==> src/rtl/sent_rx_store_arb.sv <==
// SENT receiver store-FIFO write arbiter: one pending slot per source, tagged 12-bit words, round-robin grant.
// Optional CRC gating of items via `define SENT_RX_STORE_CRC_GATE_EN.
module sent_rx_store_arb (
   input  logic        clk_rx,
   input  logic        reset_n_rx,
   input  logic        enable_i,
   input  logic        fast_valid_i,
   input  logic [1:0]  fast_fmt_i,
   input  logic [23:0] fast_data_i,
   input  logic        fast_crc_ok_i,
   input  logic        slow_valid_i,
   input  logic [7:0]  slow_id_i,
   input  logic [15:0] slow_data_i,
   input  logic        slow_crc_ok_i,
   input  logic        fifo_full_i,
   output logic        fifo_wr_en_o,
   output logic [13:0] fifo_data_o,
   output logic        busy_o,
   output logic [7:0]  crc_err_cnt_o,
   output logic [7:0]  drop_cnt_o
);

   localparam logic [2:0] ST_IDLE    = 3'd0;
   localparam logic [2:0] ST_FAST_W0 = 3'd1;
   localparam logic [2:0] ST_FAST_W1 = 3'd2;
   localparam logic [2:0] ST_SLOW_W0 = 3'd3;
   localparam logic [2:0] ST_SLOW_W1 = 3'd4;

   localparam logic RR_FAST = 1'b0;
   localparam logic RR_SLOW = 1'b1;

   function automatic logic [7:0] sat_add(input logic [7:0] cnt, input logic [1:0] inc);
      logic [8:0] sum;
      sum = {1'b0, cnt} + {7'b0, inc};
      return sum[8] ? 8'hFF : sum[7:0];
   endfunction

   logic [2:0]  state, state_nxt;
   logic        rr, rr_nxt;
   logic        fast_vld_p0, slow_vld_p0;
   logic [1:0]  fast_fmt_p0;
   logic [23:0] fast_data_p0;
   logic [7:0]  slow_id_p0;
   logic [15:0] slow_data_p0;
   logic        wr_nxt;
   logic [13:0] word_nxt;

   logic fast_two, fast_free, slow_free;
   logic fast_req, slow_req, fast_bad_fmt;
   logic fast_crc_bad, slow_crc_bad;
   logic fast_load, slow_load, fast_drop, slow_drop;

   assign fast_two  = (fast_fmt_p0 == 2'b01);
   assign fast_free = !fifo_full_i && ((state == ST_FAST_W0 && !fast_two) || state == ST_FAST_W1);
   assign slow_free = !fifo_full_i && (state == ST_SLOW_W1);

   assign fast_req     = enable_i && fast_valid_i;
   assign slow_req     = enable_i && slow_valid_i;
   assign fast_bad_fmt = (fast_fmt_i == 2'b00);

`ifdef SENT_RX_STORE_CRC_GATE_EN
   assign fast_crc_bad = fast_req && !fast_bad_fmt && !fast_crc_ok_i;
   assign slow_crc_bad = slow_req && !slow_crc_ok_i;
`else
   logic crc_unused;
   assign crc_unused   = fast_crc_ok_i ^ slow_crc_ok_i;
   assign fast_crc_bad = 1'b0;
   assign slow_crc_bad = 1'b0;
`endif

   // A slot freeing in this cycle can be reloaded at the same edge
   assign fast_load = fast_req && !fast_bad_fmt && !fast_crc_bad && (!fast_vld_p0 || fast_free);
   assign slow_load = slow_req && !slow_crc_bad && (!slow_vld_p0 || slow_free);
   assign fast_drop = fast_req && !fast_crc_bad && !fast_load;
   assign slow_drop = slow_req && !slow_crc_bad && !slow_load;

   always_comb begin
      state_nxt = state;
      rr_nxt    = rr;
      wr_nxt    = 1'b0;
      word_nxt  = fifo_data_o;
      case (state)
         ST_IDLE: begin
            if (fast_vld_p0 && (!slow_vld_p0 || rr == RR_FAST)) state_nxt = ST_FAST_W0;
            else if (slow_vld_p0)                              state_nxt = ST_SLOW_W0;
         end
         ST_FAST_W0: if (!fifo_full_i) begin
            wr_nxt   = 1'b1;
            word_nxt = {2'b00, fast_two ? fast_data_p0[23:12] : fast_data_p0[11:0]};
            if (fast_two) state_nxt = ST_FAST_W1;
            else begin
               state_nxt = ST_IDLE;
               rr_nxt    = RR_SLOW;
            end
         end
         ST_FAST_W1: if (!fifo_full_i) begin
            wr_nxt    = 1'b1;
            word_nxt  = {2'b01, fast_data_p0[11:0]};
            state_nxt = ST_IDLE;
            rr_nxt    = RR_SLOW;
         end
         ST_SLOW_W0: if (!fifo_full_i) begin
            wr_nxt    = 1'b1;
            word_nxt  = {2'b10, slow_id_p0, slow_data_p0[15:12]};
            state_nxt = ST_SLOW_W1;
         end
         ST_SLOW_W1: if (!fifo_full_i) begin
            wr_nxt    = 1'b1;
            word_nxt  = {2'b11, slow_data_p0[11:0]};
            state_nxt = ST_IDLE;
            rr_nxt    = RR_FAST;
         end
         default: state_nxt = ST_IDLE;
      endcase
   end

   // Stage p0: pending-slot occupancy and control
   always_ff @(posedge clk_rx or negedge reset_n_rx) begin
      if (!reset_n_rx) begin
         state        <= ST_IDLE;
         rr           <= RR_FAST;
         fast_vld_p0  <= 1'b0;
         slow_vld_p0  <= 1'b0;
         fifo_wr_en_o <= 1'b0;
         fifo_data_o  <= '0;
         drop_cnt_o   <= '0;
      end else begin
         state        <= state_nxt;
         rr           <= rr_nxt;
         fast_vld_p0  <= fast_load || (fast_vld_p0 && !fast_free);
         slow_vld_p0  <= slow_load || (slow_vld_p0 && !slow_free);
         fifo_wr_en_o <= wr_nxt;
         fifo_data_o  <= word_nxt;
         drop_cnt_o   <= sat_add(drop_cnt_o, {1'b0, fast_drop} + {1'b0, slow_drop});
      end
   end

   always_ff @(posedge clk_rx) begin
      if (fast_load) begin
         fast_fmt_p0  <= fast_fmt_i;
         fast_data_p0 <= fast_data_i;
      end
      if (slow_load) begin
         slow_id_p0   <= slow_id_i;
         slow_data_p0 <= slow_data_i;
      end
   end

`ifdef SENT_RX_STORE_CRC_GATE_EN
   always_ff @(posedge clk_rx or negedge reset_n_rx) begin
      if (!reset_n_rx) crc_err_cnt_o <= '0;
      else             crc_err_cnt_o <= sat_add(crc_err_cnt_o, {1'b0, fast_crc_bad} + {1'b0, slow_crc_bad});
   end
`else
   assign crc_err_cnt_o = 8'h00;
`endif

   assign busy_o = (state != ST_IDLE) || fast_vld_p0 || slow_vld_p0;

endmodule

==> config.mk <==
export PLATFORM = sky130hd
export DESIGN_NAME = sent_rx_store_arb
export DESIGN_NICKNAME = d
export VERILOG_FILES = /design/src/rtl/sent_rx_store_arb.sv
export SDC_FILE = /design/constraint.sdc
export NUM_CORES = 1
export LEC_CHECK = 0
export CAP_MARGIN = 25
export CORE_ASPECT_RATIO = 0.6
export CORE_MARGIN = 2
export CORE_UTILIZATION = 23
export DETAILED_ROUTE_END_ITERATION = 12
export GPL_ROUTABILITY_DRIVEN = 0
export PLACE_DENSITY_LB_ADDON = 0.3
export SLEW_MARGIN = 10
export SYNTH_ARGS = -nofsm -noshare
export SYNTH_HDL_FRONTEND = slang
export SYNTH_SLANG_ARGS = --single-unit
==> constraint.sdc <==
create_clock -name clk_rx -period 7.6 [get_ports clk_rx]
set_clock_uncertainty 0.05 [all_clocks]
set_input_delay 1.9 -clock clk_rx [delete_from_list [all_inputs] [get_ports clk_rx]]
set_output_delay 1.9 -clock clk_rx [all_outputs]
set_load 0.02 [all_outputs]
## Word level (Yosys, flattened, before mapping)

Cells that the tools add are included.

| cells by class | value |
|---|---|
| mux-type cells | 21 |
| bitwise gates (word level) | 1 |
| add/sub/neg operators | 2 |
| reductions and logical operators | 40 |
| eq/ne operators | 12 |

Operator list:

| operator | number |
|---|---|
| 14-bit 2-to-1 mux | 4 |
| 14-bit one-hot mux with 4 select lines | 1 |
| 3-bit 2-to-1 mux | 5 |
| 1-bit logical AND | 13 |
| 12-bit 2-to-1 mux | 1 |
| 2-bit != test, second input constant | 6 |
| 3-bit one-hot mux with 4 select lines | 1 |
| 5-bit AND reduction | 2 |
| 8-bit by 2-bit adder with 9-bit output | 1 |
| 1-bit logical NOT | 9 |
| 1-bit logical OR | 8 |
| 8-bit 2-to-1 mux | 1 |
| 3-bit by 2-bit equality test with 1-bit output, second input constant | 2 |
| 1-bit 2-to-1 mux | 6 |
| 3-bit nonzero test | 2 |
| 4-bit AND reduction | 1 |
| 4-bit nonzero test | 1 |
| 4-bit OR reduction | 1 |
| 3-bit by 1-bit equality test with 1-bit output, second input constant | 1 |
| 3-bit equality test, second input constant | 1 |
| 3-bit logical NOT | 1 |
| 3-bit != test, second input constant | 1 |
| 1-bit one-hot mux with 3 select lines | 1 |
| 1-bit by 1-bit adder with 2-bit output | 1 |
| other kinds (5) | 5 |

| word-level totals | value |
|---|---|
| bits in registers | 79 |
| word-level logic and storage cells | 87 |
| bits of input ports | 58 |

## Longest topological paths before layout

Gate-level depths: netlist of run 1.

| logic depth | value |
|---|---|
| depth after elaboration | 12 |
| depth in mapped cells | 11 |
| mapped depth without buffers | 9 |

## Worst setup path after synthesis of run 1

Ideal clock, no wire load.

| timing path | value |
|---|---|
| path type | input to register |
| from | input port fifo_full_i |
| to | register drop_cnt_o[6] |
| stages | 9 |
| arrival time | 3767 ps |
| slack | 3646 ps |
| library setup time | 136 ps |
| required time | 7414 ps |
| cell sequence | clkbuf_1 > nor2_1 > a21boi_0 > o211ai_1 > fa_1 > and4b_1 > and3_1 > nor2b_1 > a21oi_1 |

| between the ends | value |
|---|---|
| cells in the longest elaborated chain, start to end | 9 |
| elaborated cells on any way between the ends | 14 |
| those cells by class | 2 x add/sub; 1 x mux; 11 x reduce/logical |

RTL lines:

| what | line | text |
|---|---|---|
| start: declaration | 15 | `input logic fifo_full_i,` |
| 1-bit logical NOT (*) | -- |  |
| 1-bit logical AND (on tied branches) | 54, 55 |  |
| 1-bit logical OR (on tied branches) | 72, 73 |  |
| 1-bit logical AND (on tied branches) | 72, 73 |  |
| 1-bit logical NOT (on tied branches) | 74, 75 |  |
| 1-bit logical AND (on tied branches) | 74, 75 |  |
| 1-bit by 1-bit adder with 2-bit output (*) | 134 | `drop_cnt_o <= sat_add(drop_cnt_o, {1'b0, fast_drop} + {1'b0, slow_drop});` |
| 8-bit by 2-bit adder with 9-bit output (*) | 34 | `sum = {1'b0, cnt} + {7'b0, inc};` |
| 8-bit 2-to-1 mux (*) | 35 | `return sum[8] ? 8'hFF : sum[7:0];` |
| end signal: assignment | 134 |  |
| end: declaration | 20 | `output logic [7:0] drop_cnt_o` |

Every way passes the cells marked *; elsewhere a longest branch is shown, timed or not.
A chain may end at the register's enable or synchronous reset.

## Final worst setup path of run 1

| timing path | value |
|---|---|
| from | input port fifo_full_i |
| to | register drop_cnt_o[1] |

The elaborated chain is that of the path after synthesis.

==> results of run 1 <==
metal layers:
layer	up-vias	part of all wire, %	track usage, %
met5	-	0	0
met4	0	0.66	2.70
met3	6	8.2	4.44
met2	95	40	16.4
met1	1084	51	16.8
li1	1086	-	-
cells in the final DEF, fill, tap and decap left out, types with 7 or more instances in the layout:
master and count:
mux2_2 11, conb_1 8, a21oi_1 15, nor2b_1 7
a21o_1 12, clkdlybuf4s50_1 78, a311oi_1 8, inv_1 7
o22ai_1 11, nor2_1 10, edfxtp_1 50, dfrtp_1 29
nand2_1 26, o21ai_0 8, clkbuf_16 10
report_power, final:
part | total, mW | internal [mW] | switching (mW)
Clock | 0.446 | 0.282 | 0.163
Sequential | 0.620 | 0.552 | 0.0688
Combinational | 0.549 | 0.253 | 0.296
Total | 1.62 | 1.09 | 0.528
cells by family (layout without fill, tap and decap cells):
group | after synthesis | after routing
AO/OA/AOI/OAI | 71 | 71
XOR/XNOR | 2 | 2
adder cells (fa/ha/maj) | 1 | 1
buffers and inverters | 30 | 106
flip-flops | 79 | 79
multiplexers | 13 | 13
other | 1 | 8
AND/OR/NAND/NOR | 61 | 61
through the flow:
| step | cells | hold slack, ns | area, sq um | util, % |
|---|---|---|---|---|
| after floorplan | 265 | 0.476 | 3390 | - |
| after CTS | 538 | 0.432 | 4620 | 32.1 |
| after global placement | 522 | 0.411 | 4310 | 30.0 |
| final | 539 | 0.426 | 4630 | 32.2 |
| after detailed placement | 522 | 0.418 | 4310 | 30.0 |
| after global routing | 539 | 0.452 | 4630 | 32.2 |
sequential cells by signal, indices dropped and copies added (netlist names):
register / count
slow_vld_p0: 1
fast_fmt_p0: 2
fast_data_p0: 24
rr: 1
fast_vld_p0: 1
fifo_wr_en_o: 1
slow_id_p0: 8
drop_cnt_o: 8
state: 3
fifo_data_o: 14
slow_data_p0: 16
how the worst max path moves through the flow:
stage / start / cells past startpoint / end / slack [ns]
after floorplan: fifo_full_i / 9 / drop_cnt_o[6] / 3.65
after global placement: fifo_full_i / 9 / drop_cnt_o[1] / 2.78
after detailed placement: fifo_full_i / 9 / drop_cnt_o[1] / 2.71
after CTS: fifo_full_i / 9 / drop_cnt_o[1] / 3.05
after global routing: fifo_full_i / 9 / drop_cnt_o[3] / 2.79
final: fifo_full_i / 9 / drop_cnt_o[1] / 3.06
critical path, cell delays in order:
cell	delay (ns)
clkdlybuf4s50_1	0.72
nor2_1	0.13
a21boi_0	0.44
o211ai_1	0.17
fa_1	0.44
and4b_1	0.38
and3_1	0.24
nand3_1	0.17
o21ai_0	0.13
area by class of cell:
cell class	instances	area share [%]
Clock inverter	3	0.865
Tap cell	198	5.35
Sequential cell	79	48.1
Clock buffer	13	5.87
Inverter	7	0.568
Multi-Input combinational cell	156	21.6
Timing Repair Buffer	83	17.6
==> results.toml, run 1 <==
[critical_path]
reg2reg_slack_ns = 4.62
path_max_fanout = 12
cp.required_ns = 7.79
r2r_end = "drop_cnt_o[1]"
rr_worst_depth = 8
cp.arrival_ns = 4.73
crit_path_start_kind = "input pin"
crit_path_end_kind = "flip-flop"
crit_type = "input pin to flip-flop"
timing.rr.start = "state[2]"

[global_routing]
grt_pass1_wl_mm = 13.5
grt-ovfl-total = 0
grt_max_degree = 30
track_usage_pct = 11.7
antenna_found_initial = 0
grt_pass1_vias = 2338

[finish]
area_growth_pct = 37.6
seq_area_sq_um = 2230
layout-drive-gt1-share_pct = 10.3
layout.nets = 395
diodes = 0
multi_input_area_sq_um = 998
nFillCells = 1458

[worst_hold_path]
min_to = "fifo_data_o[3]"
hold_path_class = "flip-flop to flip-flop"
worstHoldStart = "fifo_data_o[3]"
hold_path_depth = 1

[sta]
rsz0062_at_grt = "no"
setup_viol = 0
max_freq_mhz = 220
tns_ns = 0
worstMarginPinSlew_ns = 0.879
setup_slack_ns = 3.06
period_share_pct = 59.8
report.final.slew_viol_count = 0
relSlewSlack_pct = 41.4
hold_viol_final = 0
min_period_ns = 4.54

[logic_synthesis]
synth_area_leaders = "edfxtp_1 45%, dfrtp_1 22%, mux2_2 3.7%"
synth-seq-cells = 79
synth_cell_types = 41
synth-simple-area-share_pct = 8.71
muxShareOfSynthArea_pct = 4.28
netlist_instances = 258
netlist_area_sq_um = 3360
synthAdderAreaFrac_pct = 0.595
synth_top_cell_area_share_pct = 44.7
syn_avg_cell_area_sq_um = 13.0
synth_flop_cell = "edfxtp_1"
synth_edf_count = 50
synth_compound_area_share_pct = 14.6
synth.most_common_cell = "edfxtp_1"
synthXorXnorAreaFrac_pct = 0.521
yosysTopAreaCell = "edfxtp_1"
synth_top_family_by_area = "compound AO/OA/AOI/OAI gates"
synthTopCellsByCount = "50 x edfxtp_1, 29 x dfrtp_1, 26 x nand2_1"
synth-warning-count = 0
ys_seq_area_share_pct = 66.2
synth-async-reset-ratio_pct = 36.7

[floorplanning]
core_area_sq_um = 14400
dieHeight_um = 97.7
die_area_sq_um = 15600
rows = 34
die_x_um = 160
start_util_pct = 23.4
io-pin-count = 90

[power_and_ir_drop]
power_mw = 1.62
total_leakage_power_nw = 1.75
power.density_nw_per_um2 = 349
max-vdd-ir-drop_mv = 0.0956

[placement]
place_worst_setup_slack_ns = 2.71
place_hpwl_mm = 6.01
io_buffers = 79

[status]
status = "finished clean"

[drt]
drt_iter0_markers = 132
first_pass_iters = 4
vias = 2271
route.detailed.drc = 0
ant_nets = 0
route.final.wire_length_mm = 8.64
wl_per_cell_um = 16.0
vias_per_cell = 4.21

[cts]
cts_made_buffers = 9
tritoncts = "done"
cts_buffer_depth = 2
clock_sinks = 79
cts_root_buffer = "clkbuf_16"
cts.clk_slew.worst_paths_ns = 0.06
h-tree-depth = 3
postCtsHoldBufs = 0
cts_setup_buffers = 0
insertion_delay_ns = 0.33
post_cts_resized = 0

[run]
maxCapViolCount = 0
Note: power is estimated with default switching activity, not from simulation.
==> inputs of run 2 (changes only) <==
==> constraint.sdc (replaced) <==
create_clock -name clk_rx -period 3.8 [get_ports clk_rx]
set_clock_uncertainty 0.05 [all_clocks]
set_input_delay 0.95 -clock clk_rx [delete_from_list [all_inputs] [get_ports clk_rx]]
set_output_delay 0.95 -clock clk_rx [all_outputs]
set_load 0.02 [all_outputs]
==> results.toml, run 2 (synthesis gave the netlist of run 1 again) <==
[power_and_ir_drop]
clockPowerShare_pct = 24.6
power_mw = 3.14
power.switching_mw = 1.07
power.density_nw_per_um2 = 678
max-vdd-ir-drop_mv = 0.212
intPower_mw = 2.07
power_frac_seq_pct = 40.1
combPwrFrac_pct = 35.2
swShare_pct = 34.0
total_leakage_power_nw = 1.76

[drt]
wl_per_cell_um = 15.8
route.detailed.drc = 0
drt_iter0_markers = 101
ant_nets = 0
vias_per_cell = 4.27
first_pass_iters = 4
vias = 2332
route.final.wire_length_mm = 8.62

[cts]
cts_root_buffer = "clkbuf_16"
h-tree-depth = 3
cts_buffer_depth = 2
cts_made_buffers = 9
post_cts_resized = 0
insertion_delay_ns = 0.33
clock_sinks = 79
postCtsHoldBufs = 0
cts.clk_slew.worst_paths_ns = 0.06
cts_setup_buffers = 0
tritoncts = "done"

[sta]
relSlewSlack_pct = 43.7
tns_ns = 0
worstMarginPinSlew_ns = 0.844
setup_viol = 0
report.final.slew_viol_count = 0
hold_viol_final = 0
period_share_pct = 85.5
max_freq_mhz = 308
rsz0062_at_grt = "no"
min_period_ns = 3.25

[finish]
layout_common_cells = "78 x clkdlybuf4s50_1, 50 x edfxtp_1, 29 x dfrtp_1"
regMostFlops = "fast_data_p0"
multi_input_area_sq_um = 998
seq_area_sq_um = 2230
layout-drive-gt1-share_pct = 12.4
layout.nets = 402
final_common_cell = "clkdlybuf4s50_1"
area_growth_pct = 37.8
largest_reg_flops = 24
reg_top3 = "fast_data_p0 x24, slow_data_p0 x16, fifo_data_o x14"
nFillCells = 1494
diodes = 0

[critical_path]
cp.arrival_ns = 3.45
path_max_fanout = 6
crit_path_start_kind = "input pin"
rr_worst_depth = 8
critPathMostFrequentCell = "nand3_1"
crit_path_end_kind = "flip-flop"
cp.required_ns = 4.00
crit_type = "input pin to flip-flop"
crit_chain = "clkdlybuf4s50_1, nor2b_1, a21boi_0, nand3_1, fa_1, and4b_1, and3_1, nand3_1, o21ai_0"
slowest_delay_ns = 0.61
crit_slowest_cell = "clkdlybuf4s50_1"

[placement]
io_buffers = 79
place_hpwl_mm = 6.07

[global_routing]
grt-ovfl-total = 0
grt_pass1_vias = 2345
grt_max_degree = 30
track_usage_pct = 11.7
grt_pass1_wl_mm = 13.5
antenna_found_initial = 0

[worst_hold_path]
hold_path_depth = 1
hold_path_class = "flip-flop to flip-flop"

[floorplanning]
io-pin-count = 90
start_util_pct = 23.4
die_area_sq_um = 15600
core_area_sq_um = 14400
dieHeight_um = 97.7
rows = 34
die_x_um = 160

[status]
status = "finished clean"

[run]
maxCapViolCount = 0
run 2: cell types whose count changed in the layout (fill, tap and decap cells not counted):
cell / change
buf_4: +7
clkbuf_8: -1
clkbuf_16: -1
clkinv_2: +1
bufinv_16: -1
clkbuf_1: -1
clkinvlp_4: +3
run 2: critical path: cells and delay by family:
| family | cells | cell delay (ns) |
|---|---|---|
| simple gates | 5 | 0.96 |
| buf+inv | 1 | 0.61 |
| compound gates | 2 | 0.52 |
| fa+ha+maj | 1 | 0.41 |
run 2: routing by layer:
metal / GRT usage [%] / part of all wire, %
met1: 16.6 / 49
met2: 16.4 / 42
met3: 4.82 / 7.7
met4: 2.98 / 0.88
met5: 0 / 0
run 2: stage by stage:
step,std cells,hold slack [ns],worst slack (ns),utilization (%),area [sq um]
after floorplan,265,0.476,0.796,-,3390
after global placement,530,0.411,0.278,30.4,4370
after detailed placement,530,0.421,0.232,30.4,4370
after CTS,546,0.436,0.568,32.2,4630
after global routing,546,0.450,0.361,32.2,4630
final,546,0.433,0.550,32.2,4630
run 2: final timing paths:
check / end / slack, ns / startpoint
setup reg to reg: drop_cnt_o[1] / 1.04 / state[0]
hold / removal: fifo_data_o[1] / 0.43 / fifo_data_o[1]
setup / recovery: drop_cnt_o[1] / 0.55 / fifo_full_i
max in group asynchronous: fifo_data_o[0] / 2.58 / reset_n_rx
min in group asynchronous: drop_cnt_o[5] / 0.64 / reset_n_rx
hold reg to reg: fifo_data_o[1] / 0.43 / fifo_data_o[1]
run 2: final cells by class:
cell class	instances	area share, %
sequential	79	48.1
multi-input combinational	156	21.5
timing repair buffer	90	18.7
tap	198	5.35
clock buffer	10	4.94
clock inverter	6	0.810
inverter	7	0.567
run 2: power groups by stage:
| stage | logic (mW) | clock network, mW | registers (mW) |
|---|---|---|---|
| 4_1_cts | 1.13 | 0.801 | 1.27 |
| 3_5_place_dp | 1.12 | 0 | 1.28 |
| 2_1_floorplan | 0.577 | 0 | 1.35 |
| 3_3_place_gp | 1.10 | 0 | 1.28 |
| 5_1_grt | 1.21 | 0.842 | 1.29 |
| 6_report | 1.11 | 0.774 | 1.26 |
==> inputs of run 3 (changes only) <==
--- a/config.mk
+++ b/config.mk
@@ -7,8 +7,8 @@
 export LEC_CHECK = 0
 export CAP_MARGIN = 25
 export CORE_ASPECT_RATIO = 0.6
-export CORE_MARGIN = 2
-export CORE_UTILIZATION = 23
+export CORE_MARGIN = 3
+export CORE_UTILIZATION = 40
 export DETAILED_ROUTE_END_ITERATION = 12
 export GPL_ROUTABILITY_DRIVEN = 0
 export PLACE_DENSITY_LB_ADDON = 0.3
==> results.toml, run 3 (synthesis gave the netlist of run 1 again) <==
[floorplanning]
die_area_sq_um = 9580
dieHeight_um = 77.0
core_area_sq_um = 8010
rows = 25
io-pin-count = 90
die_x_um = 124
start_util_pct = 42.0

[worst_hold_path]
hold_path_depth = 1
worstHoldStart = "fifo_data_o[9]"
min_to = "fifo_data_o[9]"
hold_path_class = "flip-flop to flip-flop"

[cts]
clock_sinks = 79
cts_root_buffer = "clkbuf_16"
cts_made_buffers = 9
h-tree-depth = 3
post_cts_resized = 0
postCtsHoldBufs = 0
tritoncts = "done"
insertion_delay_ns = 0.33
cts.clk_slew.worst_paths_ns = 0.05
cts_setup_buffers = 0
cts_buffer_depth = 2

[placement]
place_hpwl_mm = 5.16
place_worst_setup_slack_ns = 0.263
io_buffers = 79
placedCellCount = 439
dpl_cell_area_sq_um = 4270

[power_and_ir_drop]
clockPowerShare_pct = 28.1
power_mw = 3.25
combPwrFrac_pct = 32.9
power.switching_mw = 1.02
intPower_mw = 2.23
swShare_pct = 31.4
power.density_nw_per_um2 = 709
power_frac_seq_pct = 39.0
total_leakage_power_nw = 1.79
max-vdd-ir-drop_mv = 0.288

[finish]
nFillCells = 684
fin_cells = 455
layout_common_cells = "79 x clkdlybuf4s50_1, 50 x edfxtp_1, 29 x dfrtp_1"
largest_reg_flops = 24
final_common_cell = "clkdlybuf4s50_1"
fin_util_pct = 57.3
diodes = 0
reg_top3 = "fast_data_p0 x24, slow_data_p0 x16, fifo_data_o x14"
fin_area_sq_um = 4590
layout-drive-gt1-share_pct = 11.5
area_growth_pct = 36.5
regMostFlops = "fast_data_p0"
multi_input_area_sq_um = 998
seq_area_sq_um = 2230
layout.nets = 401

[drt]
route.detailed.drc = 0
route.final.wire_length_mm = 7.47
ant_nets = 0
drt_iter0_markers = 124
first_pass_iters = 4
vias = 2282
vias_per_cell = 5.02
wl_per_cell_um = 16.4

[sta]
setup_slack_ns = 0.593
setup_viol = 0
report.final.slew_viol_count = 0
max_freq_mhz = 312
rsz0062_at_grt = "no"
tns_ns = 0
relSlewSlack_pct = 46.6
hold_viol_final = 0
whs_ns = 0.426
period_share_pct = 84.4
min_period_ns = 3.21
worstMarginPinSlew_ns = 0.801

[global_routing]
grt_pass1_wl_mm = 11.9
antenna_found_initial = 0
grt_max_degree = 30
track_usage_pct = 16.4
grt-ovfl-total = 0
grt_pass1_vias = 2254

[critical_path]
timing.rr.start = "state[0]"
path_max_fanout = 5
reg2reg_slack_ns = 0.89
crit_type = "input pin to flip-flop"
cp.required_ns = 4.00
cp.arrival_ns = 3.41
r2r_end = "drop_cnt_o[3]"
crit_path_start_kind = "input pin"
rr_worst_depth = 10
crit_path_end_kind = "flip-flop"

[status]
status = "finished clean"

[run]
maxCapViolCount = 0
## run 3: changes by cell type in the layout (fill, tap and decap cells not counted), sizes merged
| cell | before | now |
|---|---|---|
| buf | 12 | 10 |
| bufinv | 0 | 2 |
| clkbuf | 10 | 12 |
| clkdlybuf4s50 | 78 | 79 |
| clkinv | 3 | 2 |
| clkinvlp | 3 | 0 |
## run 3: worst max-delay path by stage
stage / slack (ns) / endpoint / startpoint
6_report: 0.59 / drop_cnt_o[3] / fifo_full_i
5_1_grt: 0.43 / drop_cnt_o[1] / fifo_full_i
4_1_cts: 0.61 / drop_cnt_o[3] / fifo_full_i
3_5_place_dp: 0.26 / drop_cnt_o[3] / fifo_full_i
3_3_place_gp: 0.31 / drop_cnt_o[3] / fifo_full_i
2_1_floorplan: 0.80 / drop_cnt_o[6] / fifo_full_i
## run 3: final cells by class
| type | instances | area share (%) |
|---|---|---|
| flip-flops and latches | 79 | 48.5 |
| multi-input cells | 156 | 21.7 |
| repair buffers | 89 | 19.1 |
| clock buffers | 12 | 5.59 |
| well taps | 108 | 2.94 |
| clock inverters | 4 | 1.50 |
| inverters | 7 | 0.572 |
## run 3: power by group through the flow
| stage | Clock (mW) | Combinational (mW) | Sequential, mW |
|---|---|---|---|
| 2_1_floorplan | 0 | 0.577 | 1.35 |
| 3_3_place_gp | 0 | 1.05 | 1.28 |
| 3_5_place_dp | 0 | 1.07 | 1.28 |
| 4_1_cts | 0.940 | 1.08 | 1.27 |
| 5_1_grt | 0.981 | 1.16 | 1.29 |
| 6_report | 0.915 | 1.07 | 1.27 |
## run 3: per-layer routing
layer	share of wire (%)	up-vias	routed length, um	GRT usage, %
met5	0	-	0	0
met3	7.7	11	574	7.10
met4	1.4	0	106	6.56
li1	-	1107	-	-
met1	48	1077	3620	22.4
met2	42	87	3180	22.8
## run 3: critical path, stage by stage
cell and delay, ns:
clkdlybuf4s50_1 0.54, nor2_1 0.09, a21boi_0 0.38, o211ai_1 0.16
fa_1 0.44, and4b_1 0.30, and3_1 0.22, nand3_1 0.20
o21ai_0 0.13
